## src/rtl/pio_event_poller.sv

```systemverilog
`default_nettype none
// +--------------------------------------------------------------------------+
// | Module   : pio_event_poller                                              |
// | Purpose  : Shares one PIO slave port between a host master and a poller  |
// |            that drains the edge-capture register into an event FIFO.    |
// | Revision : 1.0 - initial release                                         |
// +--------------------------------------------------------------------------+
module pio_event_poller #(
  parameter int POLL_INTERVAL = 1000,
  parameter int FIFO_DEPTH    = 4
) (
  input  logic        clk,
  input  logic        reset,
  input  logic        poll_enable,
  input  logic [2:0]  host_address,
  input  logic        host_chipselect,
  input  logic        host_write_n,
  input  logic [31:0] host_writedata,
  output logic [31:0] host_readdata,
  output logic        host_waitrequest,
  output logic [2:0]  pio_address,
  output logic        pio_chipselect,
  output logic        pio_write_n,
  output logic [31:0] pio_writedata,
  input  logic [31:0] pio_readdata,
  output logic        evt_valid,
  output logic [7:0]  evt_data,
  input  logic        evt_ready
);

  localparam int                 c_ptr_w      = $clog2(FIFO_DEPTH);
  localparam int                 c_cnt_w      = c_ptr_w + 1;
  localparam logic [15:0]        c_timer_last = 16'(POLL_INTERVAL - 1);
  localparam logic [2:0]         c_cap_addr   = 3'd3;
  localparam logic [c_cnt_w-1:0] c_depth      = c_cnt_w'(FIFO_DEPTH);

  typedef enum logic [2:0] {
    IDLE     = 3'd0,
    HOST_WR  = 3'd1,
    HOST_RD  = 3'd2,
    HOST_RDD = 3'd3,
    POLL_RD  = 3'd4,
    POLL_CHK = 3'd5,
    POLL_CLR = 3'd6
  } state_t;

  state_t               r_state;
  state_t               w_next;
  logic [15:0]          r_timer;
  logic                 r_poll_pending;
  logic                 r_last_grant_host;
  logic [2:0]           r_addr;
  logic [31:0]          r_wdata;
  logic [31:0]          r_rd_hold;
  logic [7:0]           r_cap;
  logic [7:0]           r_mem [FIFO_DEPTH];
  logic [c_ptr_w-1:0]   r_wr_ptr;
  logic [c_ptr_w-1:0]   r_rd_ptr;
  logic [c_cnt_w-1:0]   r_count;

  logic w_timer_expire;
  logic w_poll_req;
  logic w_grant_host;
  logic w_grant_poll;
  logic w_push;
  logic w_pop;

  assign w_timer_expire = poll_enable && (r_timer == c_timer_last);
  assign w_poll_req     = r_poll_pending && (r_count < c_depth);
  assign w_push         = (r_state == POLL_CLR);
  assign evt_valid      = (r_count != '0);
  assign w_pop          = evt_valid && evt_ready;
  assign evt_data       = evt_valid ? r_mem[r_rd_ptr] : 8'h00;

  // Round-robin: on a tie the side that did not win last time is granted.
  always_comb begin
    w_grant_host = 1'b0;
    w_grant_poll = 1'b0;
    if (r_state == IDLE) begin
      if (host_chipselect && w_poll_req) begin
        w_grant_host = !r_last_grant_host;
        w_grant_poll = r_last_grant_host;
      end else begin
        w_grant_host = host_chipselect;
        w_grant_poll = w_poll_req;
      end
    end
  end

  always_ff @(posedge clk) begin
    if (reset) begin
      r_state <= IDLE;
    end else begin
      r_state <= w_next;
    end
  end

  always_comb begin
    w_next           = r_state;
    pio_chipselect   = 1'b0;
    pio_write_n      = 1'b1;
    pio_address      = 3'd0;
    pio_writedata    = 32'h0;
    host_waitrequest = 1'b1;
    host_readdata    = r_rd_hold;
    case (r_state)
      IDLE: begin
        if (w_grant_host) begin
          w_next = host_write_n ? HOST_RD : HOST_WR;
        end else if (w_grant_poll) begin
          w_next = POLL_RD;
        end
      end
      HOST_WR: begin
        pio_chipselect   = 1'b1;
        pio_write_n      = 1'b0;
        pio_address      = r_addr;
        pio_writedata    = r_wdata;
        host_waitrequest = 1'b0;
        w_next           = IDLE;
      end
      HOST_RD: begin
        pio_chipselect = 1'b1;
        pio_address    = r_addr;
        w_next         = HOST_RDD;
      end
      HOST_RDD: begin
        host_waitrequest = 1'b0;
        host_readdata    = pio_readdata;
        w_next           = IDLE;
      end
      POLL_RD: begin
        pio_chipselect = 1'b1;
        pio_address    = c_cap_addr;
        w_next         = POLL_CHK;
      end
      POLL_CHK: begin
        w_next = (pio_readdata[7:0] != 8'h00) ? POLL_CLR : IDLE;
      end
      POLL_CLR: begin
        pio_chipselect = 1'b1;
        pio_write_n    = 1'b0;
        pio_address    = c_cap_addr;
        pio_writedata  = 32'h0000_00FF;
        w_next         = IDLE;
      end
      default: w_next = IDLE;
    endcase
  end

  always_ff @(posedge clk) begin
    if (reset) begin
      r_last_grant_host <= 1'b0;
      r_addr            <= 3'd0;
      r_wdata           <= 32'h0;
      r_rd_hold         <= 32'h0;
      r_cap             <= 8'h00;
    end else begin
      if (w_grant_host) begin
        r_last_grant_host <= 1'b1;
        r_addr            <= host_address;
        r_wdata           <= host_writedata;
      end else if (w_grant_poll) begin
        r_last_grant_host <= 1'b0;
      end
      if (r_state == HOST_RDD) begin
        r_rd_hold <= pio_readdata;
      end
      if (r_state == POLL_CHK) begin
        r_cap <= pio_readdata[7:0];
      end
    end
  end

  // Expiry wins over the POLL_RD clear so a coincident expiration is not lost.
  always_ff @(posedge clk) begin
    if (reset) begin
      r_timer        <= 16'd0;
      r_poll_pending <= 1'b0;
    end else begin
      if (!poll_enable || w_timer_expire) begin
        r_timer <= 16'd0;
      end else begin
        r_timer <= r_timer + 16'd1;
      end
      if (w_timer_expire) begin
        r_poll_pending <= 1'b1;
      end else if (r_state == POLL_RD) begin
        r_poll_pending <= 1'b0;
      end
    end
  end

  always_ff @(posedge clk) begin
    if (w_push) begin
      r_mem[r_wr_ptr] <= r_cap;
    end
  end

  always_ff @(posedge clk) begin
    if (reset) begin
      r_wr_ptr <= '0;
      r_rd_ptr <= '0;
      r_count  <= '0;
    end else begin
      if (w_push) begin
        r_wr_ptr <= r_wr_ptr + c_ptr_w'(1);
      end
      if (w_pop) begin
        r_rd_ptr <= r_rd_ptr + c_ptr_w'(1);
      end
      case ({w_push, w_pop})
        2'b10:   r_count <= r_count + c_cnt_w'(1);
        2'b01:   r_count <= r_count - c_cnt_w'(1);
        default: r_count <= r_count;
      endcase
    end
  end

endmodule
`default_nettype wire

```

## config.mk

```make
export PLATFORM = sky130hd
export DESIGN_NAME = pio_event_poller
export DESIGN_NICKNAME = d
export VERILOG_FILES = /design/src/rtl/pio_event_poller.sv
export SDC_FILE = /design/constraint.sdc
export NUM_CORES = 1
export LEC_CHECK = 0
export CAP_MARGIN = 20
export CORE_MARGIN = 2
export CORE_UTILIZATION = 40
export DETAILED_ROUTE_END_ITERATION = 10
export PLACE_DENSITY = 0.77
export SLEW_MARGIN = 20
export SYNTH_ARGS = -nofsm -noshare
export SYNTH_HDL_FRONTEND = slang
export SYNTH_SLANG_ARGS = --single-unit
```

## constraint.sdc

```tcl
create_clock -name clk -period 3.2 [get_ports clk]
set_input_delay 0.64 -clock clk [delete_from_list [all_inputs] [get_ports clk]]
set_output_delay 0.64 -clock clk [all_outputs]
set_load 0.01 [all_outputs]
```

### Yosys cells after proc, flatten, opt, wreduce, memory -nomap -nowiden

Memories as Yosys holds them, arrays and structs flattened. A register that Yosys moved wholly into a read port is not among the register bits.
Cells that the tools add are included.

* memories: 1
* RAM bits: 32
* register bits after elaboration: 103

Memories
* r_mem: words 4, width 8, rd ports 1, clocked after memory_dff 1, write ports 1, RTL line 56 `logic [7:0] r_mem [FIFO_DEPTH];`

* multiplexer cells: 25
* equality and inequality tests: 10
* reductions and logical operators: 19
* add/subtract/negate cells: 5
* order comparisons: 1

Operators with widths (count)
* $pmux W32 S2: 1
* $mux W32: 1
* $add A16 B1 Y16 const B: 1
* $eq A16 B10 Y1 const B: 1
* $mux W1: 13
* $pmux W3 S2: 2
* $pmux W3 S4: 1
* $reduce_or A2 Y1: 5
* $eq A3 B3 Y1 const B: 3
* $mux W3: 3
* $mux W8: 1
* $reduce_bool A8 Y1: 1
* $eq A3 B2 Y1 const B: 2
* $mux W2: 3
* $reduce_bool A2 Y1: 3
* $add A2 B1 Y2 const B: 2
* $logic_and A1 B1 Y1: 4
* $reduce_or A4 Y1: 1
* $add A3 B1 Y3 const B: 1
* $eq A3 B1 Y1 const B: 1
* $logic_not A3 Y1: 1
* $lt A3 B3 Y1 const B: 1
* $ne A3 B3 Y1 const B: 1
* $reduce_bool A3 Y1: 1
* 5 further kinds: 6

### Depth between registers and ports, before layout

* word-level depth: 8
* depth in mapped cells: 11
* depth with buffers taken out: 8

### Least setup slack after synthesis

No wires, ideal clock.

* path kind: flip-flop to flip-flop
* start point: register r_state[2]
* end point: register r_count[2]
* cell stages (with the launch flop): 12
* path slack: 999 ps
* library setup time: 71 ps
* clock period less this slack: 2201 ps
* data arrival time: 2130 ps
* cells stage by stage: dfxtp_1 > buf_2 > and3b_1 > clkbuf_1 > buf_2 > inv_1 > ha_1 > inv_1 > fa_1 > xor2_1 > or3_1 > a21oi_1

* longest elaborated chain between the ends: 3

Ends and longest elaborated chain
* start, declared: RTL line 47 `state_t r_state;`
* start signal, assigned: RTL line 94 `r_state <= w_next;`
* $eq A3 B3 Y1 *: RTL line 70 `assign w_push = (r_state == POLL_CLR);`
* $eq A2 B1 Y1 or $eq A2 B2 Y1 (tied branches): RTL line 212 `case ({w_push, w_pop})`
* $pmux W3 S2 or $reduce_bool A2 Y1 (tied branches)
* end signal, assigned: RTL line 213 `2'b10: r_count <= r_count + c_cnt_w'(1);`
* end signal, assigned: RTL line 214 `2'b01: r_count <= r_count - c_cnt_w'(1);`
* end signal, assigned: RTL line 215 `default: r_count <= r_count;`
* end, declared: RTL line 59 `logic [c_cnt_w-1:0] r_count;`

Mark *: on every way between the ends. The rest lies on a longest branch, timed or not.
A chain may end at the register's enable or synchronous reset.

### Worst setup path in the final report

* start point: register r_state[2]
* end point: output host_readdata[21]

* longest elaborated chain between the ends: 2

Ends and longest elaborated chain
* $eq A3 B2 Y1: RTL line 106 `case (r_state)`
* $mux W32: RTL line 106
* end, declared: RTL line 19 `output logic [31:0] host_readdata,`

No other way between the ends.

==> impl_summary.txt <==
----------------------------------------------------
[Floorplanning]
  Die extent in y ... 123 microns
  I/O pin total ... 152
  Initial core utilization ... 0.410
  Number of placement rows ... 43
  Core region area ... between 10000 and 15000 sq um
  Die area ... between 15000 and 20000 sq um
  Die span in x ... 123 microns

[Synthesis]
  Synth async-reset ratio ... 0
  Seq/Total Area, Yosys ... 0.538
  Synth warnings ... 0
  Predominant post-synthesis flop cell ... sky130_fd_sc_hd__dfxtp_1
  Yosys reg bits ... 137
  Distinct cell type count after synthesis ... 44
  Synthesized cell area ... about 5700 sq um
  Post-synthesis net count ... 626
  Number of instances in the synthesized netlist ... approximately 550
  Mean instance size in the synthesized netlist ... 10.4 sq um
  Number of flops mapped to enable cells by yosys ... 32

[Clock tree]
  Total CTS buffers ... 17
  Master cell of the clock root buffer ... sky130_fd_sc_hd__clkbuf_16
  Clock transition at the registers of the reported paths ... 50 ps
  Latest clock arrival within the worst-skew pair ... 410 ps
  Number of cells upsized or downsized after cts ... 0
  Post-CTS Repair Setup Buffers ... 0
  Maximum root-to-sink buffer count ... 2
  Hold-fix buffer count after cts ... 0
  Clock tree from TritonCTS ... built
  CTS sink count ... around 140
  # H-tree levels ... 4

[Detailed routing]
  Total number of vias ... 4306
  Remaining DRCs ... 0
  Detailed-route vias per instance ... 4.88
  Final routed wirelength across all metal layers ... 13200 microns
  Iter 0 DRT Violations ... around 260
  Detailed-route wire length per cell ... 15.0 microns
  Antenna viol nets, final ... 0
  Detailed-routing iteration count for the pre-antenna-repair pass ... 4

[Critical path]
  Worst reg2reg path depth ... 8
  Data arrival time of the worst path ... approximately 2400 ps
  Crit path launch type ... register
  Worst endpoint required time ... 2560 ps
  Worst Setup Path Type ... reg2out
  Largest fanout on the critical path ... 32
  CP Capture Type ... output pin

[Pwr]
  P_leak ... 3.01 nW
  Total Power Consumption ... 3.99 mW
  Maximum ir drop on the vdd rail ... 371 uV
  Power Dens Cells ... 509 nW/um^2

[Timing]
  Pins over their slew limit ... 0
  Worst-case headroom to the max-slew limit ... 0.557
  Fmax ... between 300 and 400 MHz
  Worst-case clock skew ... 8.44 ps
  Setup Total Neg Slack ... 0 ps
  Final Hold Fails ... 0
  Setup-failing EPs final ... 0
  Clock period minus final worst setup slack ... 3030 ps
  Least-Margin Pin Slew ... ~660 ps
  Final worst path period share ... 0.948
  RSZ-0062 raised after global routing ... no

[Hold path]
  Hold path depth ... 2
  Min-Delay Path Class ... reg2reg

[Global routing]
  Antenna violations before repair ... 0
  Total gr overflow ... 0
  GRT Util Overall ... 0.176
  First-pass GRT wire length ... 20400 microns
  Largest net degree at the start of global routing ... between 50 and 60
  Number of global-route vias before repair ... ~4200

[Layout]
  Area delta synth->final ... 38.0%
  Fill count ... approximately 1200
  Ant. Diodes ... 0
  Post-route cell area ... 7850 sq um
  Share of layout cells above drive strength 1 ... 0.110
  Net count of the finished layout ... 769

[Run status]
  Result of the run ... finished, final reports clean

[Run]
  Number of max-capacitance violations reported ... 0

[Placed design]
  Cell area after placement ... 7320 sq um
  Post-DP HPWL ... 9250 microns
  Count of buffers inserted at the top-level ports ... ~150
  Placer Congestion ... 0.787

----------------------------------------------------
[worst paths after layout]
path | from | end | slack (ps)
hold / removal | r_wdata[9] | r_wdata[9] | 450
setup reg to reg | r_state[0] | r_count[2] | 650
hold reg to reg | r_wdata[9] | r_wdata[9] | 450
setup / recovery | r_state[2] | host_readdata[21] | 170
[power by group]
group | leakage, nW | internal [mW] | switching [mW] | total (mW)
combinational | 1.61 | 0.198 | 0.183 | 0.381
clock | 0.259 | 1.07 | 0.686 | 1.76
sequential | 1.14 | 1.82 | 0.0356 | 1.85
[logic make-up (layout without fill, tap and decap cells)]
| group | count (synthesis) | count (layout) | share of synthesized area |
|---|---|---|---|
| xor gates and xnor gates | 21 | 21 | 0.0323 |
| muxes | 48 | 48 | 0.109 |
| adders and majority gates | 7 | 7 | 0.0167 |
| and+or+nand+nor | 227 | 227 | 0.204 |
| DFF | 137 | 137 | 0.538 |
| AOI/OAI and AO/OA | 63 | 63 | 0.0647 |
| buffers and inverters | 43 | 199 | 0.0352 |
[worst max-delay path, stage by stage, from the launching register on]
cell,delay [ps]
sky130_fd_sc_hd__dfxtp_1,540
sky130_fd_sc_hd__inv_2,140
sky130_fd_sc_hd__nand3_2,100
sky130_fd_sc_hd__buf_6,300
sky130_fd_sc_hd__mux2_2,390
sky130_fd_sc_hd__clkdlybuf4s50_1,490
[cell usage in the layout (no fill, tap or decap), types with 3 or more instances in the layout]
cell type	Yosys	layout
sky130_fd_sc_hd__clkinv_2	0	5
sky130_fd_sc_hd__xor2_1	11	11
sky130_fd_sc_hd__clkbuf_16	0	17
sky130_fd_sc_hd__and2_1	39	39
sky130_fd_sc_hd__nand2_1	75	75
sky130_fd_sc_hd__nand4_1	5	5
sky130_fd_sc_hd__nor4_1	7	7
sky130_fd_sc_hd__clkdlybuf4s50_1	0	150
sky130_fd_sc_hd__inv_1	9	9
sky130_fd_sc_hd__dfxtp_1	105	105
sky130_fd_sc_hd__mux2i_1	8	8
sky130_fd_sc_hd__edfxtp_1	32	32
sky130_fd_sc_hd__o31ai_1	3	3
sky130_fd_sc_hd__a21oi_1	41	41
sky130_fd_sc_hd__xnor2_1	10	10
sky130_fd_sc_hd__nand3_1	8	8
sky130_fd_sc_hd__nor2_1	39	39
sky130_fd_sc_hd__nor2b_1	35	35
sky130_fd_sc_hd__a21o_1	10	10
sky130_fd_sc_hd__clkbuf_1	18	4
sky130_fd_sc_hd__ha_1	6	6
sky130_fd_sc_hd__buf_4	8	4
sky130_fd_sc_hd__mux2_1	4	4
sky130_fd_sc_hd__mux2_2	28	28
sky130_fd_sc_hd__mux4_2	8	8
[routing by layer]
metal / part of all wire / track usage / vias up / wire (microns)
li1: - / - / 2133 / -
met1: 0.42 / 0.210 / 2057 / 5510
met2: 0.53 / 0.306 / 102 / 7000
met3: 0.043 / 0.0484 / 14 / 569
met4: 0.012 / 0.0589 / 0 / 155
met5: 0 / 0 / - / 0
[metrics by stage]
step	instances	utilization	setup slack, ps	hold WS, ps
4_1_cts	882	0.565	33.6	450
5_1_grt	882	0.566	11.9	466
3_5_place_dp	850	0.527	475	442
6_report	882	0.566	167	448
3_3_place_gp	850	0.527	556	437
2_1_floorplan	546	-	999	432
[state kept, by name (all words and copies together) (netlist names), named ones only]
signal	count
r_cap	8
r_addr	3
r_wdata	32
r_poll_pending	1
r_rd_ptr	2
r_last_grant_host	1
r_wr_ptr	2
r_mem	32
r_state	3
r_timer	16
r_rd_hold	32
r_count	3
[area by class of cell]
cell class / count / area (sq um) / area share
timing repair buffer: 157 / 1570 / 0.200
clock buffer: 22 / 454 / 0.0578
sequential: 137 / 3060 / 0.390
tap: 180 / 225 / 0.0287
clock inverter: 10 / 77.6 / 0.00988
multi-input combinational: 366 / 2430 / 0.309
inverter: 10 / 37.5 / 0.00478
[cells in the mapped netlist (8+ instances only)]
library cell / number / area share
sky130_fd_sc_hd__and2_1: 39 / 0.043
sky130_fd_sc_hd__mux4_2: 8 / 0.032
sky130_fd_sc_hd__clkbuf_1: 18 / 0.012
sky130_fd_sc_hd__a21o_1: 10 / 0.013
sky130_fd_sc_hd__nor2b_1: 35 / 0.038
sky130_fd_sc_hd__mux2i_1: 8 / 0.014
sky130_fd_sc_hd__edfxtp_1: 32 / 0.17
sky130_fd_sc_hd__dfxtp_1: 105 / 0.37
sky130_fd_sc_hd__nor2_1: 39 / 0.026
sky130_fd_sc_hd__nand2_1: 75 / 0.049
sky130_fd_sc_hd__inv_1: 9 / 0.0059
sky130_fd_sc_hd__a21oi_1: 41 / 0.036
sky130_fd_sc_hd__buf_4: 8 / 0.011
sky130_fd_sc_hd__xnor2_1: 10 / 0.015
sky130_fd_sc_hd__nand3_1: 8 / 0.0070
sky130_fd_sc_hd__xor2_1: 11 / 0.017
sky130_fd_sc_hd__mux2_2: 28 / 0.055
Note: power is estimated with default switching activity, not from simulation.
